### src/rtl/io_controller.sv
// -----------------------------------------------------------------------------
// io_controller
//   Handshake between the CPU datapath and the seven-segment display stage for
//   IN/OUT instructions. The CPU is stalled until the operator confirms with a
//   debounced pushbutton. IN returns the sign-extended switch value; OUT
//   latches the register value for display.
//
// Parameters
//   DEBOUNCE_CYCLES : stable cycles before a key level change is accepted (>=2)
//   SW_WIDTH        : number of slide switches (2..32)
//
// Ports
//   clock, reset    : system clock, synchronous active-high reset
//   io_in_req       : CPU executing IN (held while io_stall)
//   io_out_req      : CPU executing OUT (held while io_stall)
//   cpu_data[31:0]  : register value for OUT
//   switches        : raw asynchronous slide switches (two's complement)
//   key_n           : raw asynchronous active-low confirm button
//   io_stall        : CPU must hold its state
//   in_data[31:0]   : captured sign-extended switch value
//   in_valid        : one-cycle write strobe for in_data
//   binaryS[31:0]   : value for the display stage
//   in_on, out_on   : display-stage mode flags
// -----------------------------------------------------------------------------
module io_controller #(
  parameter int DEBOUNCE_CYCLES = 500000,
  parameter int SW_WIDTH        = 18
) (
  input  logic                clock,
  input  logic                reset,
  input  logic                io_in_req,
  input  logic                io_out_req,
  input  logic [31:0]         cpu_data,
  input  logic [SW_WIDTH-1:0] switches,
  input  logic                key_n,
  output logic                io_stall,
  output logic [31:0]         in_data,
  output logic                in_valid,
  output logic [31:0]         binaryS,
  output logic                in_on,
  output logic                out_on
);

  localparam int CNT_W = (DEBOUNCE_CYCLES > 2) ? $clog2(DEBOUNCE_CYCLES) : 1;
  localparam logic [CNT_W-1:0] CNT_LAST = CNT_W'(DEBOUNCE_CYCLES - 1);

  typedef enum logic [2:0] {
    ST_IDLE     = 3'd0,
    ST_IN_WAIT  = 3'd1,
    ST_IN_ACK   = 3'd2,
    ST_OUT_WAIT = 3'd3,
    ST_OUT_ACK  = 3'd4
  } state_e;

  // Registers and their next-state values
  logic [SW_WIDTH-1:0] sw_meta_q, sw_meta_d;
  logic [SW_WIDTH-1:0] sw_sync_q, sw_sync_d;
  logic                key_meta_q, key_meta_d;
  logic                key_sync_q, key_sync_d;
  logic                key_deb_q, key_deb_d;
  logic                key_deb_prev_q, key_deb_prev_d;
  logic [CNT_W-1:0]    deb_cnt_q, deb_cnt_d;
  state_e              state_q, state_d;
  logic [31:0]         in_data_q, in_data_d;
  logic [31:0]         out_reg_q, out_reg_d;
  logic                shown_q, shown_d;

  logic [31:0]         sw_ext_s;
  logic                press_s;

  // Synchronizer next-state: plain two-stage shift of the asynchronous inputs
  always_comb begin
    sw_meta_d      = switches;
    sw_sync_d      = sw_meta_q;
    key_meta_d     = key_n;
    key_sync_d     = key_meta_q;
    key_deb_prev_d = key_deb_q;
  end

  // Sign extension of the synchronized switches (cast handles SW_WIDTH == 32)
  always_comb begin
    sw_ext_s = 32'($signed(sw_sync_q));
  end

  // Debouncer: any cycle agreeing with the accepted level restarts the count
  always_comb begin
    key_deb_d = key_deb_q;
    deb_cnt_d = deb_cnt_q;
    if (key_sync_q == key_deb_q) begin
      deb_cnt_d = {CNT_W{1'b0}};
    end else if (deb_cnt_q == CNT_LAST) begin
      key_deb_d = ~key_deb_q;
      deb_cnt_d = {CNT_W{1'b0}};
    end else begin
      deb_cnt_d = deb_cnt_q + CNT_W'(1);
    end
  end

  // Falling edge of the debounced level: one strobe per accepted press
  always_comb begin
    press_s = key_deb_prev_q & ~key_deb_q;
  end

  // FSM next-state, datapath register updates and Moore outputs
  always_comb begin
    state_d   = state_q;
    in_data_d = in_data_q;
    out_reg_d = out_reg_q;
    shown_d   = shown_q;
    io_stall  = 1'b0;
    in_valid  = 1'b0;
    in_on     = 1'b0;
    out_on    = 1'b0;
    binaryS   = out_reg_q;
    case (state_q)
      ST_IDLE: begin
        out_on = shown_q;
        // IN has priority; out_reg is only touched by a lone OUT request
        if (io_in_req) begin
          state_d = ST_IN_WAIT;
          shown_d = 1'b0;
        end else if (io_out_req) begin
          state_d   = ST_OUT_WAIT;
          out_reg_d = cpu_data;
        end else begin
          state_d = ST_IDLE;
        end
      end
      ST_IN_WAIT: begin
        io_stall = 1'b1;
        in_on    = 1'b1;
        binaryS  = sw_ext_s;
        if (press_s) begin
          in_data_d = sw_ext_s;
          state_d   = ST_IN_ACK;
        end else begin
          state_d = ST_IN_WAIT;
        end
      end
      ST_IN_ACK: begin
        in_valid = 1'b1;
        in_on    = 1'b1;
        binaryS  = in_data_q;
        state_d  = ST_IDLE;
      end
      ST_OUT_WAIT: begin
        io_stall = 1'b1;
        out_on   = 1'b1;
        if (press_s) begin
          state_d = ST_OUT_ACK;
        end else begin
          state_d = ST_OUT_WAIT;
        end
      end
      ST_OUT_ACK: begin
        out_on  = 1'b1;
        shown_d = 1'b1;
        state_d = ST_IDLE;
      end
      default: begin
        state_d = ST_IDLE;
      end
    endcase
  end

  // Output data register is a direct view of the captured value
  always_comb begin
    in_data = in_data_q;
  end

  // All state registers, synchronous active-high reset
  always_ff @(posedge clock) begin
    if (reset) begin
      sw_meta_q      <= {SW_WIDTH{1'b0}};
      sw_sync_q      <= {SW_WIDTH{1'b0}};
      key_meta_q     <= 1'b1;
      key_sync_q     <= 1'b1;
      key_deb_q      <= 1'b1;
      key_deb_prev_q <= 1'b1;
      deb_cnt_q      <= {CNT_W{1'b0}};
      state_q        <= ST_IDLE;
      in_data_q      <= 32'd0;
      out_reg_q      <= 32'd0;
      shown_q        <= 1'b0;
    end else begin
      sw_meta_q      <= sw_meta_d;
      sw_sync_q      <= sw_sync_d;
      key_meta_q     <= key_meta_d;
      key_sync_q     <= key_sync_d;
      key_deb_q      <= key_deb_d;
      key_deb_prev_q <= key_deb_prev_d;
      deb_cnt_q      <= deb_cnt_d;
      state_q        <= state_d;
      in_data_q      <= in_data_d;
      out_reg_q      <= out_reg_d;
      shown_q        <= shown_d;
    end
  end

endmodule

### config.mk
export PLATFORM = sky130hd
export DESIGN_NAME = io_controller
export DESIGN_NICKNAME = d
export VERILOG_FILES = /design/src/rtl/io_controller.sv
export SDC_FILE = /design/constraint.sdc
export NUM_CORES = 1
export LEC_CHECK = 0
export CORE_MARGIN = 4
export CORE_UTILIZATION = 33
export CTS_BUF_LIST = sky130_fd_sc_hd__clkbuf_4 sky130_fd_sc_hd__clkbuf_8
export DETAILED_ROUTE_END_ITERATION = 6
export HOLD_SLACK_MARGIN = 0.02
export PLACE_DENSITY = 0.63
export RECOVER_POWER = 25
export SLEW_MARGIN = 20
export SYNTH_ARGS = -nofsm -noshare
export SYNTH_HDL_FRONTEND = slang
export SYNTH_SLANG_ARGS = --single-unit
### constraint.sdc
create_clock -name clock -period 4.4 [get_ports clock]
set_input_delay 0.66 -clock clock [delete_from_list [all_inputs] [get_ports clock]]
set_output_delay 0.66 -clock clock [all_outputs]
set_load 0.005 [all_outputs]
# == Word-level counts from Yosys, hierarchy flattened ==
# Cells that the tools add are included.
# op_classes
addsub,1
eq_ne,7
mux,12
bitwise_logic,4
reduce_logical,10
# ops
cell,count
$pmux W32 S2,1
$add A19 B1 Y19 const B,1
$eq A19 B19 Y1 const B,1
$pmux W3 S3,1
$eq A3 B2 Y1 const B,2
$mux W2,3
$reduce_and A2 Y1,3
$reduce_or A2 Y1,3
$mux W1,4
$pmux W1 S2,2
$eq A3 B1 Y1 const B,1
$eq A3 B3 Y1 const B,1
$logic_not A3 Y1,1
$mux W3,1
$not A1 Y1,3
$reduce_and A3 Y1,1
$reduce_or A3 Y1,1
$ne A2 B2 Y1 const B,1
$reduce_bool A2 Y1,1
$and A1 B1 Y1,1
$eq A1 B1 Y1,1
# totals
register_bits,113
input_bits,55
out_inout_bits,68
word_cells,45

# == Logic depth before layout (Yosys ltp) ==
# Gate-level depths: netlist of run 1.
# depth
word_depth,4
mapped_depth,7
depth_no_buf,5

# == Worst setup path after synthesis of run 1 ==
# Ideal clock, no wire load.
# synth_timing
path_type,flip-flop to output port
start,reg state_q[2]
end,out binaryS[17]
arrival_time_ns,1.391
required_time_ns,3.740
setup_slack_ns,2.349
path_stages_with_launch,7
n_path_buf,3
path_cell_list,dfxtp_1 buf_2 nor3b_1 buf_2 a22o_1 buf_2 a21o_1
# synth_via
elab_chain_len,2
word_cells_on_any_way,3
classes_between,eq/ne (2); mux (1)
# synth_rtl
item,line,text
from (decl),63,"state_e state_q, state_d;"
from (signal assigned),193,state_q <= state_d;
$eq A3 B2 Y1 or $eq A3 B1 Y1 (tied branches),115,case (state_q)
$pmux W32 S2 (*),115,
to (decl),39,"output logic [31:0] binaryS,"
# Mark *: on every way between the ends. The rest lies on a longest branch, timed or not.

# == Final worst setup path of run 1 ==
# layout_timing
start,in reset
end,reg key_deb_prev_q
# layout_lines
item,line,text
from (decl),30,"input logic reset,"
to (signal assigned),191,key_deb_prev_q <= key_deb_prev_d;
to (decl),61,"logic key_deb_prev_q, key_deb_prev_d;"
# No word-level cell between the ends.

==> results of run 1 <==
-- flip-flops by register name, indices dropped and copies added (netlist names), 3 cells and up --
signal and cells:
sw_sync_q 18, sw_meta_q 18, out_reg_q 32, deb_cnt_q 19
state_q 3, in_data 18
-- cells in the final DEF, fill, tap and decap left out, types with 5 or more instances in the layout --
cell             Yosys  layout
clkdlybuf4s50_1      0     121
nor3_1               7       7
dfxtp_1            113     113
a21oi_1             56      56
nand3_1             12      11
a21o_1              15      15
nor2b_1             37      37
xor2_1               6       6
clkbuf_8             0      18
xnor2_1              9       9
a22oi_1             18      18
inv_6                0       5
nand2_1            141     141
nor2_1              21      20
-- path summary, 6_finish.rpt --
kind / endpoint / cells past startpoint / startpoint
max: key_deb_prev_q / 3 / reset
min: key_sync_q / 1 / key_meta_q
max reg2reg: in_data[16] / 5 / state_q[0]
min reg2reg: key_sync_q / 1 / key_meta_q
-- final cells by class --
class                      count  area, um2  share of cell area
sequential                   113       2260               0.374
multi-input combinational    366       1960               0.324
timing repair buffer         126       1240               0.205
clock buffer                  19        255              0.0422
tap                          176        220              0.0364
clock inverter                13        101              0.0167
inverter                       4       15.0             0.00248
-- layer usage --
| metal | track usage | up-vias | share of wire |
|---|---|---|---|
| met2 | 0.224 | 106 | 0.48 |
| met5 | 0 | - | 0 |
| met1 | 0.178 | 1693 | 0.46 |
| met3 | 0.0433 | 4 | 0.054 |
| met4 | 0.0529 | 0 | 0.0064 |
| li1 | - | 1942 | - |
-- logic make-up after synthesis --
| family | Yosys count |
|---|---|
| xor+xnor | 15 |
| fa+ha+maj | 1 |
| flops | 113 |
| simple gates | 253 |
| compound gates | 97 |
| buf+inv | 50 |
-- stage by stage --
stage               setup WS [ns]  utilization  hold WS (ns)  power, mW  instances
floorplan                    2.35            -         0.389       1.19        529
global placement             1.67        0.430         0.399       1.30        785
detailed placement           1.55        0.431         0.403       1.31        785
CTS                          1.08        0.457         0.422       2.17        817
global route                0.498        0.457         0.435       2.24        817
finish                      0.834        0.457         0.420       2.15        817
-- worst register-to-register path, cell delays in order (launching register included) --
cell and delay, ns:
dfxtp_1 0.47, nor3b_2 0.22, buf_4 0.27, nand3b_1 0.52, nand2_1 0.23, a21oi_1 0.08
-- where the power goes --
part           internal [mW]  switching [mW]  total [mW]  leakage [nW]
registers               1.05          0.0173        1.07         0.922
clock network          0.417           0.446       0.863         0.173
logic                  0.115          0.0947       0.210          1.15
total                   1.59           0.558        2.15          2.24
==> results.toml, run 1 <==
[cts]
clk-insertion-delay-late_ns = 0.43
cts.repair.resized = 0
cts_buffer_depth = 2
cts_tree = "built"
clkTransAtPathRegs_ns = 0.07
cts_setup_buffers = 0
clock_sinks = 113
cts_buffers = 17
root_buffer = "clkbuf_8"
htreeDepth = 4
ctsHoldBuffers = 0

[floorplan]
initial_utilization = 0.337
dieArea_um2 = 15500
rows = 42
io-pin-count = 123
core_area_um2 = 13200
dieWidth_um = 124
die_h_um = 124

[drt]
final_antenna_net_count = 0
firstDrtPassIters = 7
wl_per_cell_um = 13.7
wl_um = 11200
post_drt_via_cell_ratio = 4.58
remaining_drc_errors = 0
dr_total_vias = 3745
drt_iter0_drc = 318

[worst_setup_path]
rrSetupSlack_ns = 2.38
path_common_cell = "clkbuf_1"
crit_buf_inv = 2
cp_top_family = "buffers and inverters"
arrival_ns = 3.93
critPathKind = "in -> reg"
cp.required_ns = 4.76
crit_slowest_cell = "clkbuf_1"
cp_cell_sequence = "clkbuf_1, clkbuf_1, or2_2"
worstPathMaxFanout = 63
cpPeakStageDelay_ns = 1.97
startpoint_type = "primary input"
worstSetupEndpointType = "flop"

[cells_and_area]
fin_nets = 684
fin_area_um2 = 6050
drive_above_1_share = 0.0764
diodes = 0
area_growth_pct = 35.6
nFillCells = 1318

[yosys]
synth.most_common_cell = "nand2_1"
syn_nets = 585
yosysTopAreaCell = "dfxtp_1"
ys_seq_area_frac = 0.507
synth_edf_count = 0
synth_xor_area_frac = 0.0294
synth_flop_cell = "dfxtp_1"
syn_avg_cell_area_um2 = 8.44
syn_area_um2 = 4460
synth.distinct_cells = 40
synthMuxAreaShare = 0
synth-adder-area-share = 0.00280
synth_compound_area_frac = 0.131
synth_common_cells = "141 x nand2_1, 113 x dfxtp_1, 56 x a21oi_1"
synthSimpleGateAreaFrac = 0.272
synth_top_area_share = 0.507
yosysWarnings = 0
synth_top_family_by_area = "simple AND/OR/NAND/NOR gates"
synthCells = 529
synthTopCellsByArea = "dfxtp_1 51%, nand2_1 12%, a21oi_1 6.3%"
synth-seq-cells = 113
async_flop_share = 0

[global_routing]
grt_pass1_wl_um = 17400
grt_pass1_vias = 3438
track_usage = 0.140
grt_overflow = 0
antenna_found_initial = 0
grt_max_degree = 64

[min_path]
min_path_type = "reg -> reg"

[pwr]
ir_drop_mv = 0.166
p_leak_nw = 2.24
pwr_density_cell_nw_per_um2 = 354

[run]
max_cap_viol_count = 1

[placement]
dp_hpwl_um = 7860
place_congestion = 0.825
placed_area_um2 = 5700
port_buffers = 122

[sta]
skew_ns = 0.0139
drv_slew = 64
final_hold_viol_count = 0
slew_headroom = -0.789
post-route-period-util = 0.811
timing.fmax_mhz = 280
setup_viol = 0
fin_crit_ns = 3.57
rsz0062_at_grt = "no"
fin_setup_tns_ns = 0
worst_pin_slew_ns = 2.68

[run_status]
violations = "capacitance limit, slew limit"
status = "finished with violations"
(Power assumes the default switching activity.)
==> run 2: changes to the inputs <==
==> constraint.sdc (replaced) <==
create_clock -name clock -period 3.5 [get_ports clock]
set_input_delay 0.525 -clock clock [delete_from_list [all_inputs] [get_ports clock]]
set_output_delay 0.525 -clock clock [all_outputs]
set_load 0.005 [all_outputs]
==> run 2 against run 1 <==
- the flow still finishes with violations (capacitance limit, slew limit)
- final cell count is 0.24% higher
- hold slack worse by 0.0074 ns
- largest power group unchanged
- combinational power is 26% higher
- clock-buffer cell count is 2 lower
- core utilization is 0.21 points higher
- routed wire length is 0.83% lower
- power is 28% higher
==> results.toml, run 2 (synthesis gave the netlist of run 1 again) <==
[cts]
clk-insertion-delay-late_ns = 0.43
cts.repair.resized = 0
clkTransAtPathRegs_ns = 0.07
cts_buffer_depth = 2
cts_tree = "built"
htreeDepth = 4
cts_setup_buffers = 0
ctsHoldBuffers = 0
cts_buffers = 17
root_buffer = "clkbuf_8"
clock_sinks = 113

[worst_setup_path]
worstSetupEndpointType = "output pin"
cp_top_family = "buffers and inverters"
worstPathMaxFanout = 20
cpPeakStageDelay_ns = 0.56
crit_buf_inv = 2
startpoint = "state_q[1]"
cp.required_ns = 2.97
r2r-start = "state_q[0]"
startpoint_type = "flop"
arrival_ns = 2.68
cp_cell_sequence = "nor3b_2, buf_4, a22o_1, a21o_1, clkdlybuf4s50_1"
crit_slowest_cell = "a22o_1"
critPathKind = "reg -> out"

[drt]
post_drt_via_cell_ratio = 4.64
wl_um = 11100
drt_iter0_drc = 353
firstDrtPassIters = 4
wl_per_cell_um = 13.5
remaining_drc_errors = 0
final_antenna_net_count = 0
dr_total_vias = 3798

[run_status]
violations = "capacitance limit, slew limit"
status = "finished with violations"

[placement]
port_buffers = 122
dp_hpwl_um = 7860
placed_area_um2 = 5710
place_congestion = 0.818
post-place-cells = 787
place_ws_ns = 0.762

[sta]
fin_worst_hold_slack_ns = 0.413
setup_ws_ns = 0.294
skew_ns = 0.0128
timing.fmax_mhz = 312
final_hold_viol_count = 0
fin_setup_tns_ns = 0
post-route-period-util = 0.916
worst_pin_slew_ns = 1.84
setup_viol = 0
fin_crit_ns = 3.21
rsz0062_at_grt = "no"
drv_slew = 49
slew_headroom = -0.224

[cells_and_area]
reg_top3 = "out_reg_q x32, deb_cnt_q x19"
fin_area_um2 = 6080
final_core_util = 0.459
fin_cells = 819
fin_nets = 686
largest_register = "out_reg_q"
final_cell_mix = "141 x nand2_1, 121 x clkdlybuf4s50_1, 113 x dfxtp_1"
final_common_cell = "nand2_1"
drive_above_1_share = 0.0778
area_growth_pct = 36.2
largest_register_ffs = 32
diodes = 0

[floorplan]
dieWidth_um = 124
rows = 42
io-pin-count = 123
core_area_um2 = 13200
initial_utilization = 0.337
dieArea_um2 = 15500
die_h_um = 124

[global_routing]
track_usage = 0.142
grt_overflow = 0
grt_max_degree = 49
grt_pass1_wl_um = 17900
grt_pass1_vias = 3582
antenna_found_initial = 0

[pwr]
ir_drop_mv = 0.191
p_leak_nw = 2.27
pwr_density_cell_nw_per_um2 = 452
power.total_mw = 2.75

[min_path]
hp-start = "key_meta_q"
min_path_type = "reg -> reg"

[run]
max_cap_viol_count = 1
run 2: per-layer routing:
layer / global-route usage / vias up / part of all wire
li1: - / 1946 / -
met1: 0.180 / 1701 / 0.45
met2: 0.224 / 132 / 0.46
met3: 0.0390 / 19 / 0.062
met4: 0.0683 / 0 / 0.024
met5: 0 / - / 0
run 2: power by group:
part           switching [mW]  total (mW)  internal, mW
Clock                   0.614        1.14         0.524
Combinational           0.119       0.265         0.146
Sequential             0.0223        1.35          1.33
Total                   0.755        2.75          2.00
run 2: final timing paths:
path / endpoint / slack (ns) / depth (start not counted)
worst min-delay path: key_sync_q / 0.41 / 1
worst max register to register: in_data[11] / 1.50 / 5
worst max-delay path: binaryS[27] / 0.29 / 5
worst min register to register: key_sync_q / 0.41 / 1
run 2: cell type report:
cell class              instances  area, um2
fillers                      1288       7160
well taps                     176        220
clock buffers                  17        234
inverters                       4       15.0
flip-flops and latches        113       2260
repair buffers                128       1260
clock inverters                15        140
multi-input cells             366       1950
==> RTL change, RTL diff (config.mk and constraints of run 2) <==
`in_data_q` no longer has a reset.
--- a/src/rtl/io_controller.sv
+++ b/src/rtl/io_controller.sv
@@ -179,7 +179,6 @@
       key_deb_prev_q <= 1'b1;
       deb_cnt_q      <= {CNT_W{1'b0}};
       state_q        <= ST_IDLE;
-      in_data_q      <= 32'd0;
       out_reg_q      <= 32'd0;
       shown_q        <= 1'b0;
     end else begin
@@ -191,11 +190,14 @@
       key_deb_prev_q <= key_deb_prev_d;
       deb_cnt_q      <= deb_cnt_d;
       state_q        <= state_d;
-      in_data_q      <= in_data_d;
       out_reg_q      <= out_reg_d;
       shown_q        <= shown_d;
     end
   end
 
+  always_ff @(posedge clock) begin
+    in_data_q <= in_data_d;
+  end
+
 endmodule
 
Formal check against the unedited RTL: no difference found for any inputs over 10 cycles, from zero or initial values and one cycle with reset high; that may be too few to reach the edited logic, so the function may still have changed.
==> RTL change against run 2 <==
Combinational power is 8.7% higher; synthesized area is 2.3% lower; wire length is 3.6% lower; setup slack better by 110 ps; design area is 1.4% lower; power is 0.36% lower; sequential cell count stayed put; fmax is 3.6% higher; highest routed layer unchanged.
==> RTL change: results (changes against run 2) <==
[outcome]
status=complete, no violations  ; was finished, violations left

[global_routing]
grt_max_degree=44  ; was 49
grt_pass1_vias=3446  ; was 3582
use_met3_pct=4.209  ; was 3.902%
met1_usage_pct=19.47  ; was 18.01%
grt_pass1_wl_mm=17.37  ; was 17.88 mm
grt_usage_pct=14.97  ; was 14.22%

[yosys]
yosysTopAreaCellShare_pct=43.60  ; was 50.67%
yosysUniqueCellTypes=38  ; was 40
synth_nets=519  ; was 585
synth_top_flop_cell=dfxtp_1  ; unchanged
synth.top_cells.by_area=dfxtp_1 (44%), edfxtp_1 (12%), nand2_1 (9.1%), nor2b_1 (5.5%), a21oi_1 (4.6%)  ; was dfxtp_1 (51%), nand2_1 (12%), a21oi_1 (6.3%), nor2b_1 (5.2%), a22oi_1 (3.0%)
syn_inst=463  ; was 529
seq_area_frac_synth_pct=56.00  ; was 50.67%
synthXorXnorAreaFrac_pct=2.610  ; was 2.943%
synth_edf_count=18  ; was 0
synth_common_cells=nand2_1 (106), dfxtp_1 (95), a21oi_1 (40), nor2b_1 (38), nor2_1 (20)  ; was nand2_1 (141), dfxtp_1 (113), a21oi_1 (56), nor2b_1 (37), nor2_1 (21)
synth-adder-area-share_pct=0.2869  ; was 0.2803%
synth_compound_area_share_pct=12.08  ; was 13.06%
async_reset_ff_share_pct=0  ; unchanged

[power]
p_clk_w=0.00107  ; was 0.00114 W
switching_share_pct=25.75  ; was 27.46%
cellLeakagePower_nw=2.301  ; was 2.267 nW
ir_worst_vdd_mv=0.2057  ; was 0.1910 mV
power_density_nw_per_um2=457.1  ; was 452.3 nW/µm²

[routing]
wl_met3_um=661  ; was 682 µm
wl_met2_mm=4.978  ; was 5.148 mm
firstDrtPassIters=5  ; was 4
viasPerCell=4.556  ; was 4.637
drt_iter0_markers=173  ; was 353
wl_met1_mm=4.864  ; was 4.980 mm
wl_per_cell_um=14.10  ; was 13.53 µm

[timing]
clock_skew_ps=8.127  ; was 12.79 ps
slew_violations=0  ; was 49
hold_slack_ps=409.0  ; was 412.6 ps
relSlewSlack_pct=11.09  ; was -22.43%

[placed_design]
gp_congestion=0.8384  ; was 0.8178
place_inst=725  ; was 787
place_area_um2=5640  ; was 5712 µm²
place_ws_ps=811.7  ; was 762.2 ps
hpwl_mm=7.600  ; was 7.863 mm

[cells_and_area]
fin_nets=628  ; was 686
final_layout_size_suffix_gt1_share_pct=9.060  ; was 7.776%
layout.cells.non_filler=757  ; was 819

[hold_path]
hold_end=key_sync_q$_SDFF_PP1_  ; unchanged

[critical_path]
cp_slowest_stage_delay_ps=590  ; was 560 ps
r2r_slack_ps=1580  ; was 1500 ps
critical_path.startpoint=state_q[0]$_SDFF_PP0_  ; was state_q[1]$_SDFF_PP0_
worstReg2RegEnd=deb_cnt_q[6]$_SDFF_PP0_  ; was in_data[11]$_SDFFE_PP0P_
crit_arrival_ps=2570  ; was 2680 ps
crit-reg2reg-launch=deb_cnt_q[0]$_SDFF_PP0_  ; was state_q[0]$_SDFF_PP0_

[cts]
cts_buffers=17  ; unchanged

[RTL change: cell count changes in the layout (fill, tap and decap cells not counted), moves of 4 or more]
cell / run 2 / this run
nand2_1: 141 / 106
clkinv_4: 2 / 6
dfxtp_1: 113 / 95
edfxtp_1: 0 / 18
inv_8: 5 / 0
a21oi_1: 56 / 40
[RTL change: final cells by class]
class | count | area (µm²)
inverters | 5 | 18.77
fillers | 1194 | 6778
flip-flops and latches | 113 | 2442
well taps | 172 | 215.2
clock buffers | 18 | 247.7
clock inverters | 14 | 108.9
repair buffers | 130 | 1275
multi-input cells | 305 | 1688
[RTL change: worst max-delay path by stage]
stage,endpoint,slack [ps],depth (start not counted)
finish,binaryS[25],410,5
global route,binaryS[17],160,5
CTS,binaryS[22],340,5
detailed placement,binaryS[26],810,5
global placement,binaryS[22],890,5
floorplan,in_data[0]$_DFFE_PP_,1170,5
